<file path="src/rtl/music_seq_pkg.sv">
// Shared types and constants for the ROM-scripted melody player.
// Entry layout: [3:0] note index, [4] rest, [7:5] duration code (beats = code + 1).
package music_seq_pkg;

   typedef enum logic [1:0] {
      IDLE = 2'd0,
      LOAD = 2'd1,
      NOTE = 2'd2,
      GAP  = 2'd3
   } seq_state_t;

   localparam int NOTE_LSB = 0;
   localparam int NOTE_MSB = 3;
   localparam int REST_BIT = 4;
   localparam int DUR_LSB  = 5;
   localparam int DUR_MSB  = 7;

   localparam logic [7:0] END_MARKER = 8'hFF;

   // Note indices follow the keyboard's key order, so bit n of note_out is key n.
   localparam logic [3:0] NOTE_L_DO = 4'd0;
   localparam logic [3:0] NOTE_L_RE = 4'd1;
   localparam logic [3:0] NOTE_L_MI = 4'd2;
   localparam logic [3:0] NOTE_L_FA = 4'd3;
   localparam logic [3:0] NOTE_L_SO = 4'd4;
   localparam logic [3:0] NOTE_L_LA = 4'd5;
   localparam logic [3:0] NOTE_L_SI = 4'd6;
   localparam logic [3:0] NOTE_M_DO = 4'd7;
   localparam logic [3:0] NOTE_M_RE = 4'd8;
   localparam logic [3:0] NOTE_M_MI = 4'd9;
   localparam logic [3:0] NOTE_M_FA = 4'd10;
   localparam logic [3:0] NOTE_M_SO = 4'd11;
   localparam logic [3:0] NOTE_M_LA = 4'd12;
   localparam logic [3:0] NOTE_M_SI = 4'd13;
   localparam logic [3:0] NOTE_H_DO = 4'd14;
   localparam logic [3:0] NOTE_H_RE = 4'd15;

   function automatic logic [7:0] ent(input logic [3:0] n, input logic [2:0] d);
      return {d, 1'b0, n};
   endfunction

   function automatic logic [7:0] rest_ent(input logic [2:0] d);
      return {d, 1'b1, 4'h0};
   endfunction

endpackage

</file>
<file path="src/rtl/music_seq_rom.sv">
// Song table with a registered read port (one cycle from addr to data).
// SONG_SEL 0 is the shipped melody; 1..3 are short tables used for bring-up.
module music_seq_rom
   import music_seq_pkg::*;
#(
   parameter int unsigned SONG_SEL = 0
) (
   input  logic       clk,
   input  logic [7:0] addr,
   output logic [7:0] data
);

   logic [7:0] rom_word;

   always_comb begin
      rom_word = END_MARKER;
      if (SONG_SEL == 1) begin
         case (addr)
            8'd0:    rom_word = 8'h23;
            default: rom_word = END_MARKER;
         endcase
      end else if (SONG_SEL == 2) begin
         case (addr)
            8'd0:    rom_word = 8'h10;
            8'd1:    rom_word = 8'h41;
            default: rom_word = END_MARKER;
         endcase
      end else if (SONG_SEL == 3) begin
         // No end marker: the song ends on its last address.
         case (addr)
            8'd0:    rom_word = 8'h00;
            8'd1:    rom_word = 8'h25;
            8'd2:    rom_word = 8'h12;
            8'd3:    rom_word = 8'h4F;
            default: rom_word = END_MARKER;
         endcase
      end else begin
         case (addr)
            8'd0:    rom_word = ent(NOTE_M_DO, 3'd0);
            8'd1:    rom_word = ent(NOTE_M_DO, 3'd0);
            8'd2:    rom_word = ent(NOTE_M_SO, 3'd0);
            8'd3:    rom_word = ent(NOTE_M_SO, 3'd0);
            8'd4:    rom_word = ent(NOTE_M_LA, 3'd0);
            8'd5:    rom_word = ent(NOTE_M_LA, 3'd0);
            8'd6:    rom_word = ent(NOTE_M_SO, 3'd1);
            8'd7:    rom_word = ent(NOTE_M_FA, 3'd0);
            8'd8:    rom_word = ent(NOTE_M_FA, 3'd0);
            8'd9:    rom_word = ent(NOTE_M_MI, 3'd0);
            8'd10:   rom_word = ent(NOTE_M_MI, 3'd0);
            8'd11:   rom_word = ent(NOTE_M_RE, 3'd0);
            8'd12:   rom_word = ent(NOTE_M_RE, 3'd0);
            8'd13:   rom_word = ent(NOTE_M_DO, 3'd1);
            8'd14:   rom_word = ent(NOTE_M_SO, 3'd0);
            8'd15:   rom_word = ent(NOTE_M_SO, 3'd0);
            8'd16:   rom_word = ent(NOTE_M_FA, 3'd0);
            8'd17:   rom_word = ent(NOTE_M_FA, 3'd0);
            8'd18:   rom_word = ent(NOTE_M_MI, 3'd0);
            8'd19:   rom_word = ent(NOTE_M_MI, 3'd0);
            8'd20:   rom_word = ent(NOTE_M_RE, 3'd1);
            8'd21:   rom_word = ent(NOTE_M_SO, 3'd0);
            8'd22:   rom_word = ent(NOTE_M_SO, 3'd0);
            8'd23:   rom_word = ent(NOTE_M_FA, 3'd0);
            8'd24:   rom_word = ent(NOTE_M_FA, 3'd0);
            8'd25:   rom_word = ent(NOTE_M_MI, 3'd0);
            8'd26:   rom_word = ent(NOTE_M_MI, 3'd0);
            8'd27:   rom_word = ent(NOTE_M_RE, 3'd1);
            8'd28:   rom_word = rest_ent(3'd3);
            8'd29:   rom_word = ent(NOTE_H_DO, 3'd0);
            8'd30:   rom_word = ent(NOTE_M_SI, 3'd0);
            default: rom_word = END_MARKER;
         endcase
      end
   end

   always_ff @(posedge clk) begin
      data <= rom_word;
   end

endmodule

</file>
<file path="src/rtl/music_sequencer.sv">
// ROM-scripted melody player driving the one-hot beeper note vector.
// Define MUSIC_SEQ_LOOP_EN to replay the song continuously until stop.
//
// state | meaning
// IDLE  | silent, addr held at 0, waiting for play
// LOAD  | one cycle; ROM word for addr is on rom_data
// NOTE  | note (or rest) sounding for the entry's beat time minus the gap
// GAP   | silent gap after each entry, then next entry or song end
module music_sequencer
   import music_seq_pkg::*;
#(
   parameter int unsigned CLK_FREQ = 12_000_000,
   parameter int unsigned BEAT_MS  = 250,
   parameter int unsigned GAP_MS   = 20,
   parameter int unsigned SONG_LEN = 32,
   parameter int unsigned SONG_SEL = 0
) (
   input  logic        clk,
   input  logic        rst_n,
   input  logic        play,
   input  logic        stop,
   output logic [15:0] note_out,
   output logic        busy,
   output logic        done,
   output logic [7:0]  addr_dbg
);

   localparam int unsigned CPM       = CLK_FREQ / 1000;
   localparam logic [31:0] BEAT_CYC  = 32'(BEAT_MS * CPM);
   localparam logic [31:0] GAP_CYC   = 32'(GAP_MS * CPM);
   localparam logic [7:0]  LAST_ADDR = 8'(SONG_LEN - 1);

   seq_state_t  state;
   logic [31:0] timer;
   logic [7:0]  addr;
   logic [7:0]  rom_addr;
   logic [7:0]  rom_data;
   logic [31:0] note_load;

   // Timer is loaded with length-1 so each state occupies exactly its cycle count.
   assign note_load = (32'(rom_data[DUR_MSB:DUR_LSB]) + 32'd1) * BEAT_CYC - GAP_CYC - 32'd1;
   assign addr_dbg  = addr;

   // The ROM is registered, so it is fed the address that LOAD will need next cycle.
   always_comb begin
      rom_addr = addr;
      if (state == GAP && timer == '0 && !stop)
         rom_addr = (addr == LAST_ADDR) ? 8'd0 : addr + 8'd1;
`ifdef MUSIC_SEQ_LOOP_EN
      if (state == LOAD && rom_data == END_MARKER && !stop)
         rom_addr = 8'd0;
`endif
   end

   music_seq_rom #(
      .SONG_SEL (SONG_SEL)
   ) u_rom (
      .clk  (clk),
      .addr (rom_addr),
      .data (rom_data)
   );

   always_ff @(posedge clk or negedge rst_n) begin
      if (!rst_n) begin
         state    <= IDLE;
         timer    <= '0;
         addr     <= '0;
         note_out <= '0;
         busy     <= 1'b0;
         done     <= 1'b0;
      end else begin
         done <= 1'b0;
         if (stop && state != IDLE) begin
            state    <= IDLE;
            timer    <= '0;
            addr     <= '0;
            note_out <= '0;
            busy     <= 1'b0;
         end else begin
            case (state)
               IDLE: begin
                  note_out <= '0;
                  addr     <= '0;
                  busy     <= 1'b0;
                  if (play && !stop) begin
                     state <= LOAD;
                     busy  <= 1'b1;
                  end
               end
               LOAD: begin
                  if (rom_data == END_MARKER) begin
                     done <= 1'b1;
                     addr <= '0;
`ifdef MUSIC_SEQ_LOOP_EN
                     state <= LOAD;
`else
                     state <= IDLE;
                     busy  <= 1'b0;
`endif
                  end else begin
                     state    <= NOTE;
                     timer    <= note_load;
                     note_out <= rom_data[REST_BIT] ? 16'h0000
                                 : (16'h0001 << rom_data[NOTE_MSB:NOTE_LSB]);
                  end
               end
               NOTE: begin
                  if (timer == '0) begin
                     state    <= GAP;
                     timer    <= GAP_CYC - 32'd1;
                     note_out <= '0;
                  end else begin
                     timer <= timer - 32'd1;
                  end
               end
               GAP: begin
                  if (timer == '0) begin
                     if (addr == LAST_ADDR) begin
                        done <= 1'b1;
                        addr <= '0;
`ifdef MUSIC_SEQ_LOOP_EN
                        state <= LOAD;
`else
                        state <= IDLE;
                        busy  <= 1'b0;
`endif
                     end else begin
                        addr  <= addr + 8'd1;
                        state <= LOAD;
                     end
                  end else begin
                     timer <= timer - 32'd1;
                  end
               end
               default: begin
                  state    <= IDLE;
                  note_out <= '0;
                  busy     <= 1'b0;
               end
            endcase
         end
      end
   end

endmodule

</file>
<file path="config.mk">
export PLATFORM = sky130hd
export DESIGN_NAME = music_sequencer
export DESIGN_NICKNAME = d
export VERILOG_FILES = /design/src/rtl/music_seq_pkg.sv /design/src/rtl/music_seq_rom.sv /design/src/rtl/music_sequencer.sv
export SDC_FILE = /design/constraint.sdc
export NUM_CORES = 1
export LEC_CHECK = 0
export ABC_CLOCK_PERIOD_IN_PS = 6950
export CORE_MARGIN = 5
export CORE_UTILIZATION = 62
export DETAILED_ROUTE_END_ITERATION = 10
export PLACE_DENSITY = 0.82
export SLEW_MARGIN = 5
export SYNTH_ARGS = -nofsm -noshare
export SYNTH_HDL_FRONTEND = slang
export SYNTH_SLANG_ARGS = --single-unit
export TNS_END_PERCENT = 5
</file>
<file path="constraint.sdc">
create_clock -name clk -period 6.95 [get_ports clk]
set_clock_uncertainty 0.2 [all_clocks]
set_input_delay 1.0425 -clock clk [delete_from_list [all_inputs] [get_ports clk]]
set_output_delay 1.0425 -clock clk [all_outputs]
set_load 0.03 [all_outputs]
</file>
# Yosys cells after proc, flatten, opt, wreduce, memory -nomap -nowiden
# Memory sizes are Yosys's and may differ from the RTL's. A register that Yosys moved wholly into a read port is not among the register bits.
# Index checks and enable logic that the tools add are counted.
# word_totals
mem_count	1
inputBits	4
wordCells	78
mem_bits_ro	256
register_bits	60
output_inout_bits	26
# op_classes
n_mul	1
shift	1
n_mux	34
n_reduce_logical	18
add_sub_neg	5
eq_ne	12
# mem_list
name	words	width	read_ports	rd_ports_with_merged_regs	wr	line_no	rtl
(name not given)	32	8	1	1	0	music_seq_rom.sv:38	case (addr)
# ops
cell	count
$mux 32	4
$pmux 32 s3	1
$mux 16	4
$pmux 16 s3	1
$mux 8	5
$logic_not 32->1	1
$sub 32x1->32 const B	1
$sub 27x2->28 const B	1
$sub 26x18->27 const B	1
$pmux 8 s3	1
$mul 4x16->20 const B	1
$shl 1x4->16 const A	1
$ne 3x3->1 const B	5
$reduce_and 3->1	4
$reduce_bool 4->1	3
$mux 1	10
$mux 2	5
$add 8x1->8 const B	1
$eq 8x5->1 const B	1
$eq 8x8->1 const B	1
$pmux 2 s4	1
$ne 3x1->1 const B	2
$add 3x1->4 const B	1
$eq 2x2->1 const B	2
other kinds (9)	13

# Logic depth before layout (Yosys ltp)
# Gate-level depths: netlist of the first run.
# depth
word_depth	7
mapped_depth	19
depth_no_buf	19

# Cells and area by module
# From an unflattened synthesis of the first run, not the netlist that was laid out.
# hier_totals
hier_cells	793
area_unflattened_um2	6366.1
# by_module_without_submodules
mod	seq_area_each_um2	cells_per_inst	area_each_um2	n_inst
music_sequencer	1501.4	739	5910.7	1
music_seq_rom	140.1	54	455.4	1

# Least setup slack after synthesis of the first run
# Ideal clock, no wire load.
# synth_timing
path_type	register -> register
startpoint	register u_rom.data[6]
endpoint	register timer[24]
t_arrival_ns	4.858
t_required_ns	6.616
setup_ns	0.134
path_stages_with_launch	20
period_less_slack_ns	5.192
setup_slack_ns	1.758
n_path_buf	1
cell_sequence	dfxtp_1 ha_1 clkbuf_1 and2_1 ha_1 xnor2_1 inv_2 ha_1 ha_1 nand3b_1 a211oi_2 a221o_2 a211o_1 xor2_1 or2_0 or4_4 a21o_1 xor2_1 xnor2_1 o221ai_2
# synth_between
elab_chain_cells	7
word_cells_on_any_way	10
cone_classes	3 x add/sub; 1 x mul; 2 x eq/ne; 3 x mux; 1 x reduce/logical
# synth_rtl
element	line_no	rtl
start, declared	music_seq_rom.sv:10	output logic [7:0] data
$add 3x1->4	music_sequencer.sv:41	assign note_load = (32'(rom_data[DUR_MSB:DUR_LSB]) + 32'd1) * BEAT_CYC - GAP_CYC - 32'd1;
$mul 4x16->20	music_sequencer.sv:41	
$sub 26x18->27	music_sequencer.sv:41	
$sub 27x2->28	music_sequencer.sv:41	
$mux 32	music_sequencer.sv:91	if (rom_data == END_MARKER) begin
$pmux 32 s3	music_sequencer.sv:80	case (state)
$mux 32	music_sequencer.sv:73	if (stop && state != IDLE) begin
end signal, assigned	music_sequencer.sv:102	timer <= note_load;
end signal, assigned	music_sequencer.sv:110	timer <= GAP_CYC - 32'd1;
end signal, assigned	music_sequencer.sv:113	timer <= timer - 32'd1;
end, declared	music_sequencer.sv:34	logic [31:0] timer;
# Several ways; a longest one is shown, not always the timed one. The select of a mux whose other input is x is not followed.
# A chain may end at the register's enable or synchronous reset.

# Worst setup path after layout of the first run
# layout_timing
startpoint	register u_rom.data[5]
endpoint	register timer[31]
# Same word-level chain as after synthesis.

==> results by group, run 1 <==
Run status
  • Outcome: completed

Synth
  • Yosys warning total: 0
  • EDFF count, synth: 0
  • Net Count, Synth: 819
  • Main synth FF type: dfrtp_1
  • Syn Inst Count: roughly 770
  • Sequential-to-total area share from yosys stat: a little over a quarter
  • Avg Inst Size Synth: a little over 8 um^2
  • Netlist Area Pre-Place: approximately 6300 um^2
  • #FFs+latches synth: 67
  • Asr flop ratio synth: roughly nine tenths
  • Netlist cell types: between 90 and 100

STA
  • Clock period minus worst slack: around 6.0 ns
  • Slew Limit Fails: 0
  • Setup-failing EPs final: 0
  • RSZ-0062 raised after global routing: no
  • Final TNS setup: 0 ns
  • Fin. Hold Viols: 0
  • Slew @ Worst Pin: 1.08 ns
  • Slew headroom: 28.0%
  • Tcrit/Tclk final: 86.8%
  • Fmax: ~170 MHz

Critical path
  • Levels on crit path: 18
  • Critical Path Fanout Max: 11
  • Critical path type: reg -> reg
  • Startpoint types: register
  • CP Buf/Inv Count: 1
  • CP Capture Type: register
  • Crit path largest cell delay: roughly 0.57 ns
  • CP top delay family: compound AO/OA/AOI/OAI gates
  • Crit path required time: about 7.1 ns
  • Slowest-stage cell, CP: dfxtp_1
  • Reg2reg path depth: 18
  • WP data arrival: between 6 and 7 ns
  • CP dominant cell by count: ha_1
  • CP cell instances: ha_1 -> xor2_1 -> ha_1 -> xnor2_1 -> inv_2 -> ha_1 -> ha_1 -> nand3b_1 -> a211oi_2 -> a221o_2 -> a211o_1 -> xor2_1 -> or2_0 -> or4_4 -> nor3_2 -> o21bai_2 -> o21ai_1 -> a22o_1

Clock tree
  • Post-CTS Setup Inserts: 0
  • Htree depth: 3
  • Inserted Clock Buffers: 9
  • Clock tree from TritonCTS: done
  • Clock buffer depth: 2
  • CTS Hold Buffers Added: 0
  • Post_cts resized: 0
  • Worst-path clk slew: around 0.090 ns
  • Worst-skew pair later-pin latency: ~0.36 ns
  • Clock sink total: 67
  • Clock Root Buffer: clkbuf_8

Floorplan
  • # IOs: 30
  • Num rows: 36
  • Die ar.: about 12,000 um^2
  • Core area: ~9900 um^2
  • Die X: between 100 and 150 um
  • Starting density of the core: roughly 64%
  • Chip height: about 110 um

Global routing
  • Largest net degree at the start of global routing: between 60 and 70
  • Tot GR Track Use: a little over a quarter
  • GR peak layer: met2
  • Grt total ovfl: 0
  • Met1 usage: ~36%
  • Met2 usage: around 44%
  • Initial antenna violation count: 0
  • First-pass GRT wire length: around 28 mm
  • Vias in the first global route: 5,768
  • Grt met3 use: approximately 4.3%

Route
  • Vias/cell: 6.63
  • ANT nets after route: 0
  • # DRC: 0
  • WL per Instance: between 15 and 20 um
  • DRT iter0 DRCs: 632
  • DR vias: 6,081
  • Drt pass-1 iters: 8
  • Post-Route WL: ~17 mm

Place
  • Gp weighted congestion: 0.995
  • Port bufs: 29
  • Hpwl dp: approximately 13 mm
  • Dpl cell area: 6630 um^2

Pwr
  • Switching Power: roughly 0.74 mW
  • Switching portion of total power: 45.8%
  • Leak pwr: 2.90 nW
  • Clock power share: between 20% and 30%
  • Pint: approximately 0.88 mW
  • Share of total power in combinational logic: 44.1%
  • Worst ir drop on vdd: 0.168 mV
  • Reg power frac: between 30 and 40%
  • Pwr/cell area: 237 nW/um^2

Layout
  • Most common cell after layout, fill and taps aside: nand2_1
  • Nets: 830
  • Ant. Diodes: 0
  • Fraction of layout cells with a size suffix above 1: under 10%
  • Post-route cell area: around 6800 um^2
  • Area Overhead vs Synth: 8.58%
  • Commonest non-fill, non-tap cells in the layout: nand2_1, dfrtp_1, nor2_1

Worst hold path
  • Tightest Hold Check Type: reg -> reg
  • Worst hold stages: 2

Job
  • Max-cap violations: 0
worst reg2reg max path: cells and delay by family (launching register included):
| family | cells | cell delay [ns] |
|---|---|---|
| xor gates and xnor gates | 3 | 1.19 |
| buffers and inverters | 1 | 0.14 |
| and+or+nand+nor | 4 | 1.20 |
| adders and majority gates | 4 | 1.31 |
| AOI/OAI and AO/OA | 6 | 1.38 |
| DFF | 1 | 0.57 |
synthesized netlist by cell type (14+ instances only):
cell type  instances  area share, %
inv_1             29            1.7
clkbuf_1          18            1.1
a21oi_1           39            3.1
nor3_1            21            1.7
nor2_1            52            3.1
xnor2_1           32            4.4
ha_1              44            8.7
o21ai_0           50            4.0
dfrtp_1           60             24
nand2b_1          14            1.4
nand3_1           19            1.5
o31ai_1           22            2.6
xor2_1            16            2.2
nand2_1           92            5.5
layer usage:
layer	vias to the layer above	part of all wire [%]
met5	-	0
met4	0	3.4
met3	49	6.6
met2	267	46
met1	2895	44
li1	2870	-
registers in the layout, summed over array words and instances, names as in the netlist:
register and count:
u_rom.data 7, addr_dbg 8, state 2, note_out 16, timer 32, busy 1, done 1
cell type report:
cell class	instances	area (um^2)
Sequential cell	67	1640
Multi-Input combinational cell	637	4400
Inverter	32	120
Tap cell	133	166
Fill cell	805	3020
Clock buffer	9	124
Timing Repair Buffer	32	308
Clock inverter	7	83.8
power groups by stage:
stage	Clock (mW)	Combinational [mW]	Sequential [mW]
floorplan	0	0.541	0.552
global placement	0	0.673	0.556
detailed placement	0	0.701	0.564
CTS	0.349	0.708	0.557
global route	0.367	0.797	0.572
finish	0.344	0.714	0.560
path summary, 6_finish.rpt:
check | startpoint | slack (ns) | endpoint
max | u_rom.data[5] | 0.92 | timer[31]
min | note_out[0] | 0.28 | note_out[0]
max reg2reg | u_rom.data[5] | 0.92 | timer[31]
min reg2reg | note_out[0] | 0.28 | note_out[0]
max in group asynchronous | rst_n | 5.40 | timer[23]
min in group asynchronous | rst_n | 0.63 | timer[17]
logic make-up after synthesis:
| logic type | Yosys count | share of synthesized area, % |
|---|---|---|
| simple gates | 295 | 24.8 |
| mux | 3 | 0.477 |
| compound gates | 239 | 26.6 |
| flops | 67 | 26.1 |
| fa+ha+maj | 47 | 9.69 |
| buf+inv | 64 | 4.19 |
| xor+xnor | 53 | 8.22 |
per-stage QoR:
step / instances / hold slack, ns / setup slack, ns / power [mW] / utilization [%]
2_1_floorplan: 768 / 0.264 / 1.76 / 1.09 / -
3_3_place_gp: 901 / 0.263 / 1.27 / 1.23 / 67.3
3_5_place_dp: 901 / 0.268 / 0.980 / 1.26 / 67.3
4_1_cts: 917 / 0.288 / 0.969 / 1.61 / 69.4
5_1_grt: 917 / 0.312 / 0.564 / 1.74 / 69.4
6_report: 917 / 0.285 / 0.918 / 1.62 / 69.4
No activity file was read; power rests on OpenSTA's default activity.
==> run 2, diff against run 1 <==
- CAP_MARGIN: not set -> 30
- CORE_MARGIN: 5 -> 2
- CTS_CLUSTER_SIZE: not set -> 40
==> run 2 against run 1 <==
Compared with the run above: worst hold slack worse by 0.0015 ns; first-iteration DRC count shrank 11%; cell area grew 0.44%; sequential power about the same; die area fell by 11%; sequential share of layout area is 0.10 points lower; routed wire length barely moved; setup slack better by 0.030 ns; combinational power up 3%.
==> results by group, run 2 (synthesis results as in run 1) <==
Run status
  • Outcome: completed

Route
  • Drt pass-1 iters: 6
  • DR vias: ~6,000
  • WL per Instance: ~18 um
  • ANT nets after route: 0
  • Vias/cell: 6.54
  • # DRC: 0
  • Post-Route WL: roughly 17 mm
  • DRT iter0 DRCs: between 500 and 600

Clock tree
  • CTS Hold Buffers Added: 0
  • Clock buffer depth: 2
  • Post-CTS Setup Inserts: 0
  • Clock sink total: 67
  • Inserted Clock Buffers: 9
  • Clock Root Buffer: clkbuf_8
  • Htree depth: 3
  • Worst-skew pair later-pin latency: about 0.36 ns
  • Worst-path clk slew: 0.08 ns
  • Post_cts resized: 0
  • Clock tree from TritonCTS: done

Worst hold path
  • Tightest Hold Check Type: reg -> reg
  • Worst hold stages: 2
  • Hold_sp: note_out[2]
  • Worst hold endpoint: note_out[2]

Floorplan
  • Core area: around 9800 um^2
  • Starting density of the core: approximately 64%
  • Chip height: around 100 um
  • Num rows: 36
  • Die X: between 100 and 150 um
  • # IOs: 30
  • Die ar.: 11,000 um^2

STA
  • Slew Limit Fails: 0
  • Slew headroom: approximately two fifths
  • RSZ-0062 raised after global routing: no
  • Slew @ Worst Pin: ~0.9 ns
  • Setup-failing EPs final: 0
  • Clock period minus worst slack: about 6 ns
  • Fmax: roughly 170 MHz
  • Fin. Hold Viols: 0
  • Tcrit/Tclk final: 86.3%
  • Final TNS setup: 0 ns

Layout
  • Commonest non-fill, non-tap cells in the layout: nand2_1, dfrtp_1, nor2_1
  • Fraction of layout cells with a size suffix above 1: 8.66%
  • Area Overhead vs Synth: 9.05%
  • Fin util: 70.0%
  • Nets: about 830
  • Most common cell after layout, fill and taps aside: nand2_1
  • Layout fillers: around 800
  • Ant. Diodes: 0
  • Max reg flops: 32
  • Top reg by flops: timer

Global routing
  • Tot GR Track Use: between 30% and 40%
  • Vias in the first global route: 5,560
  • Initial antenna violation count: 0
  • Largest net degree at the start of global routing: 61
  • Grt total ovfl: 0
  • First-pass GRT wire length: between 20 and 30 mm

Pwr
  • Switching portion of total power: ~44%
  • Share of total power in combinational logic: ~44%
  • Worst ir drop on vdd: around 0.16 mV
  • Switching Power: around 0.73 mW
  • Reg power frac: 33.7%
  • Leak pwr: ~2.9 nW
  • Clock power share: between 20 and 25%
  • Pint: 0.926 mW
  • Pwr/cell area: approximately 240 nW/um^2

Critical path
  • Startpoint types: register
  • CP cell instances: ha_1 -> xor2_1 -> ha_1 -> xnor2_1 -> inv_2 -> ha_1 -> ha_1 -> nand3b_1 -> a21o_1 -> and2_4 -> nor4_2 -> o221ai_2 -> or2_0 -> o31a_1 -> nor4b_2 -> nand4_1 -> xnor2_1 -> o221ai_2
  • Worst R2R Start: u_rom.data[5]
  • Crit path largest cell delay: 0.59 ns
  • Crit path required time: between 6 and 7 ns
  • Setup slack, reg-to-reg: 0.95 ns
  • Reg2reg path depth: 18
  • Critical Path Fanout Max: 11
  • WP data arrival: between 6 and 7 ns
  • CP Buf/Inv Count: 1
  • CP top delay family: simple AND/OR/NAND/NOR gates
  • Slowest-stage cell, CP: dfxtp_1
  • Critical path type: reg -> reg
  • CP dominant cell by count: ha_1
  • CP Capture Type: register
  • Critical R2R Capture: timer[24]

Place
  • Port bufs: 29
  • Gp weighted congestion: roughly 0.93
  • Hpwl dp: 12.7 mm

Job
  • Max-cap violations: 0
[run 2: worst max path at each step]
stage                   from   endpoint  cells past startpoint
6_report       u_rom.data[5]  timer[24]                     18
5_1_grt        u_rom.data[5]  timer[24]                     18
4_1_cts        u_rom.data[5]  timer[30]                     18
3_5_place_dp   u_rom.data[5]  timer[30]                     18
3_3_place_gp   u_rom.data[5]  timer[24]                     18
2_1_floorplan  u_rom.data[6]  timer[24]                     19
[run 2: cell type report]
class,count,area [um^2],area share (%)
Clock inverter,7,98.8,1.44
Inverter,32,120,1.75
Timing Repair Buffer,33,323,4.70
Tap cell,133,166,2.42
Sequential cell,67,1640,23.9
Clock buffer,9,124,1.80
Multi-Input combinational cell,637,4400,64.0
[run 2: metal layers]
metal,up-vias,global-route usage [%],part of all wire (%)
met5,-,0,0
met4,0,11.2,2.3
met3,34,4.24,6.4
met2,261,49.4,47
met1,2843,41.8,44
li1,2868,-,-
[run 2: power by group through the flow]
stage	clock (mW)	sequential, mW	combinational [mW]
final	0.368	0.559	0.732
after floorplan	0	0.552	0.541
after global routing	0.389	0.571	0.815
after detailed placement	0	0.563	0.701
after global placement	0	0.556	0.670
after CTS	0.372	0.556	0.704
[run 2: stage by stage]
stage / worst slack [ns] / std cells / total power, mW / hold slack [ns] / instance area (um^2)
3_5_place_dp: 1.01 / 901 / 1.26 / 0.267 / 6630
5_1_grt: 0.519 / 918 / 1.77 / 0.313 / 6870
3_3_place_gp: 1.26 / 901 / 1.23 / 0.261 / 6630
6_report: 0.949 / 918 / 1.66 / 0.283 / 6870
4_1_cts: 0.977 / 917 / 1.63 / 0.285 / 6860
2_1_floorplan: 1.76 / 768 / 1.09 / 0.264 / 6300
[run 2: worst register-to-register path, delay by kind of cell, from the launching register on]
kind            cells  cell delay [ns]
fa+ha+maj           4             1.28
compound gates      4             0.91
xor+xnor            3             1.19
buf+inv             1             0.15
flops               1             0.59
simple gates        6             1.56
==> run 3, diff against run 2 <==
==> constraint.sdc (replaced) <==
create_clock -name clk -period 6.95 [get_ports clk]
set_clock_uncertainty 0.2 [all_clocks]
set_input_delay 2.085 -clock clk [delete_from_list [all_inputs] [get_ports clk]]
set_output_delay 2.085 -clock clk [all_outputs]
set_load 0.03 [all_outputs]
==> run 3 against run 2 <==
Compared with the run above: routed wire length is 2.2% higher; global-route usage grew 1.1 points; worst hold slack got worse by 0.0057 ns; sequential share of layout area hardly changed; largest cell class unchanged; highest routed layer unchanged.
==> results by group, run 3 (synthesis results as in run 1) <==
Layout
  • Most common cell after layout, fill and taps aside: nand2_1
  • Layout fillers: 828
  • Ant. Diodes: 0
  • Fraction of layout cells with a size suffix above 1: roughly 8.5%
  • Top reg by flops: timer
  • Commonest non-fill, non-tap cells in the layout: nand2_1, dfrtp_1, nor2_1
  • Nets: between 800 and 900
  • Area Overhead vs Synth: 9.19%
  • Fin util: ~70%
  • Max reg flops: 32

Global routing
  • Initial antenna violation count: 0
  • Largest net degree at the start of global routing: roughly 60
  • Vias in the first global route: between 5,000 and 6,000
  • First-pass GRT wire length: 28.3 mm
  • Grt total ovfl: 0
  • Tot GR Track Use: a little under a third

Pwr
  • Pwr/cell area: approximately 240 nW/um^2
  • Worst ir drop on vdd: about 0.21 mV
  • Pwr Total: 1.67 mW
  • Leak pwr: 2.92 nW

Floorplan
  • Die X: around 100 um
  • Core area: between 9000 and 10,000 um^2
  • Num rows: 36
  • # IOs: 30
  • Chip height: roughly 100 um
  • Die ar.: roughly 11,000 um^2
  • Starting density of the core: between 60 and 70%

Worst hold path
  • Tightest Hold Check Type: reg -> reg
  • Worst hold endpoint: note_out[1]
  • Hold_sp: note_out[1]
  • Worst hold stages: 2

STA
  • Setup-failing EPs final: 0
  • Slew Limit Fails: 0
  • Fmax: ~160 MHz
  • Slew @ Worst Pin: between 0.7 and 0.8 ns
  • Tcrit/Tclk final: about nine tenths
  • Final TNS setup: 0 ns
  • Slew headroom: between 40% and 50%
  • RSZ-0062 raised after global routing: no
  • Fin. Hold Viols: 0
  • Clock period minus worst slack: between 6 and 7 ns

Clock tree
  • Worst-path clk slew: ~0.080 ns
  • CTS Hold Buffers Added: 0
  • Post_cts resized: 0
  • Inserted Clock Buffers: 9
  • Worst-skew pair later-pin latency: about 0.37 ns
  • Clock buffer depth: 2
  • Clock sink total: 67
  • Clock tree from TritonCTS: done
  • Htree depth: 3
  • Clock Root Buffer: clkbuf_8
  • Post-CTS Setup Inserts: 0

Critical path
  • CP cell instances: ha_1 -> xor2_1 -> ha_1 -> xnor2_1 -> inv_2 -> ha_1 -> ha_1 -> nand3b_1 -> a211oi_2 -> a221o_2 -> a211o_1 -> xor2_1 -> or2_0 -> or4_4 -> nor3_2 -> o21bai_2 -> o21ai_1 -> a22o_1
  • CP Capture Type: register
  • Slowest-stage cell, CP: dfxtp_1
  • WP data arrival: 6.27 ns
  • CP Buf/Inv Count: 1
  • Critical R2R Capture: timer[30]
  • CP dominant cell by count: ha_1
  • Levels on crit path: 18
  • Critical path type: reg -> reg
  • Crit path required time: 7.05 ns
  • Worst R2R Start: u_rom.data[5]
  • Reg2reg path depth: 18
  • Startpoint types: register
  • Setup slack, reg-to-reg: between 0.7 and 0.8 ns
  • Critical Path Fanout Max: 11
  • Crit path largest cell delay: approximately 0.60 ns
  • CP top delay family: compound AO/OA/AOI/OAI gates

Route
  • WL per Instance: 18.8 um
  • DRT iter0 DRCs: 450
  • # DRC: 0
  • Vias/cell: between 6 and 7
  • DR vias: 6,080
  • Drt pass-1 iters: 6
  • Post-Route WL: about 17 mm
  • ANT nets after route: 0

Place
  • Gp weighted congestion: between 0.9 and 1
  • Hpwl dp: ~13 mm
  • Port bufs: 29

Run status
  • Outcome: completed

Job
  • Max-cap violations: 0
-- run 3: changes by cell type in the layout (fill, tap and decap cells not counted), sizes merged --
cell,change
buf,+1
clkbuf,+4
clkinv,-2
clkinvlp,-1
inv,-1
-- run 3: area by class of cell --
class / count / area, um^2 / area share (%)
clock buffer: 13 / 159 / 2.31
clock inverter: 3 / 68.8 / 1.00
inverter: 32 / 120 / 1.75
multi-input combinational: 637 / 4400 / 63.9
sequential: 67 / 1640 / 23.9
tap: 133 / 166 / 2.42
timing repair buffer: 34 / 327 / 4.75
-- run 3: worst max-delay path by stage --
| stage | startpoint | end |
|---|---|---|
| floorplan | u_rom.data[6] | timer[24] |
| global placement | u_rom.data[5] | timer[24] |
| detailed placement | u_rom.data[5] | timer[30] |
| CTS | u_rom.data[5] | timer[30] |
| global route | u_rom.data[5] | timer[24] |
| finish | u_rom.data[5] | timer[30] |
-- run 3: metal layers --
metal / track usage (%) / wire length (um)
met5: 0 / 0
met4: 14.0 / 502
met3: 5.43 / 1160
met2: 50.8 / 8120
met1: 42.1 / 7450
-- run 3: through the flow --
stage / cell area [um^2] / worst slack (ns) / hold slack [ns] / std cells
2_1_floorplan: 6300 / 1.76 / 0.264 / 768
3_3_place_gp: 6640 / 1.26 / 0.261 / 902
3_5_place_dp: 6640 / 0.933 / 0.265 / 902
4_1_cts: 6870 / 0.863 / 0.281 / 918
5_1_grt: 6880 / 0.344 / 0.312 / 919
6_report: 6880 / 0.776 / 0.278 / 919
-- run 3: worst reg2reg max path: cells and delay by family, from the launching register on --
family          cells  cell delay (ns)
fa+ha+maj           4             1.33
xor+xnor            3             1.23
simple gates        4             1.21
compound gates      6             1.38
flops               1             0.60
buf+inv             1             0.15
-- run 3: power breakdown --
part | internal, mW | leakage (nW) | switching (mW)
combinational | 0.249 | 1.95 | 0.480
clock | 0.223 | 0.114 | 0.160
sequential | 0.468 | 0.855 | 0.0910
total | 0.940 | 2.92 | 0.730
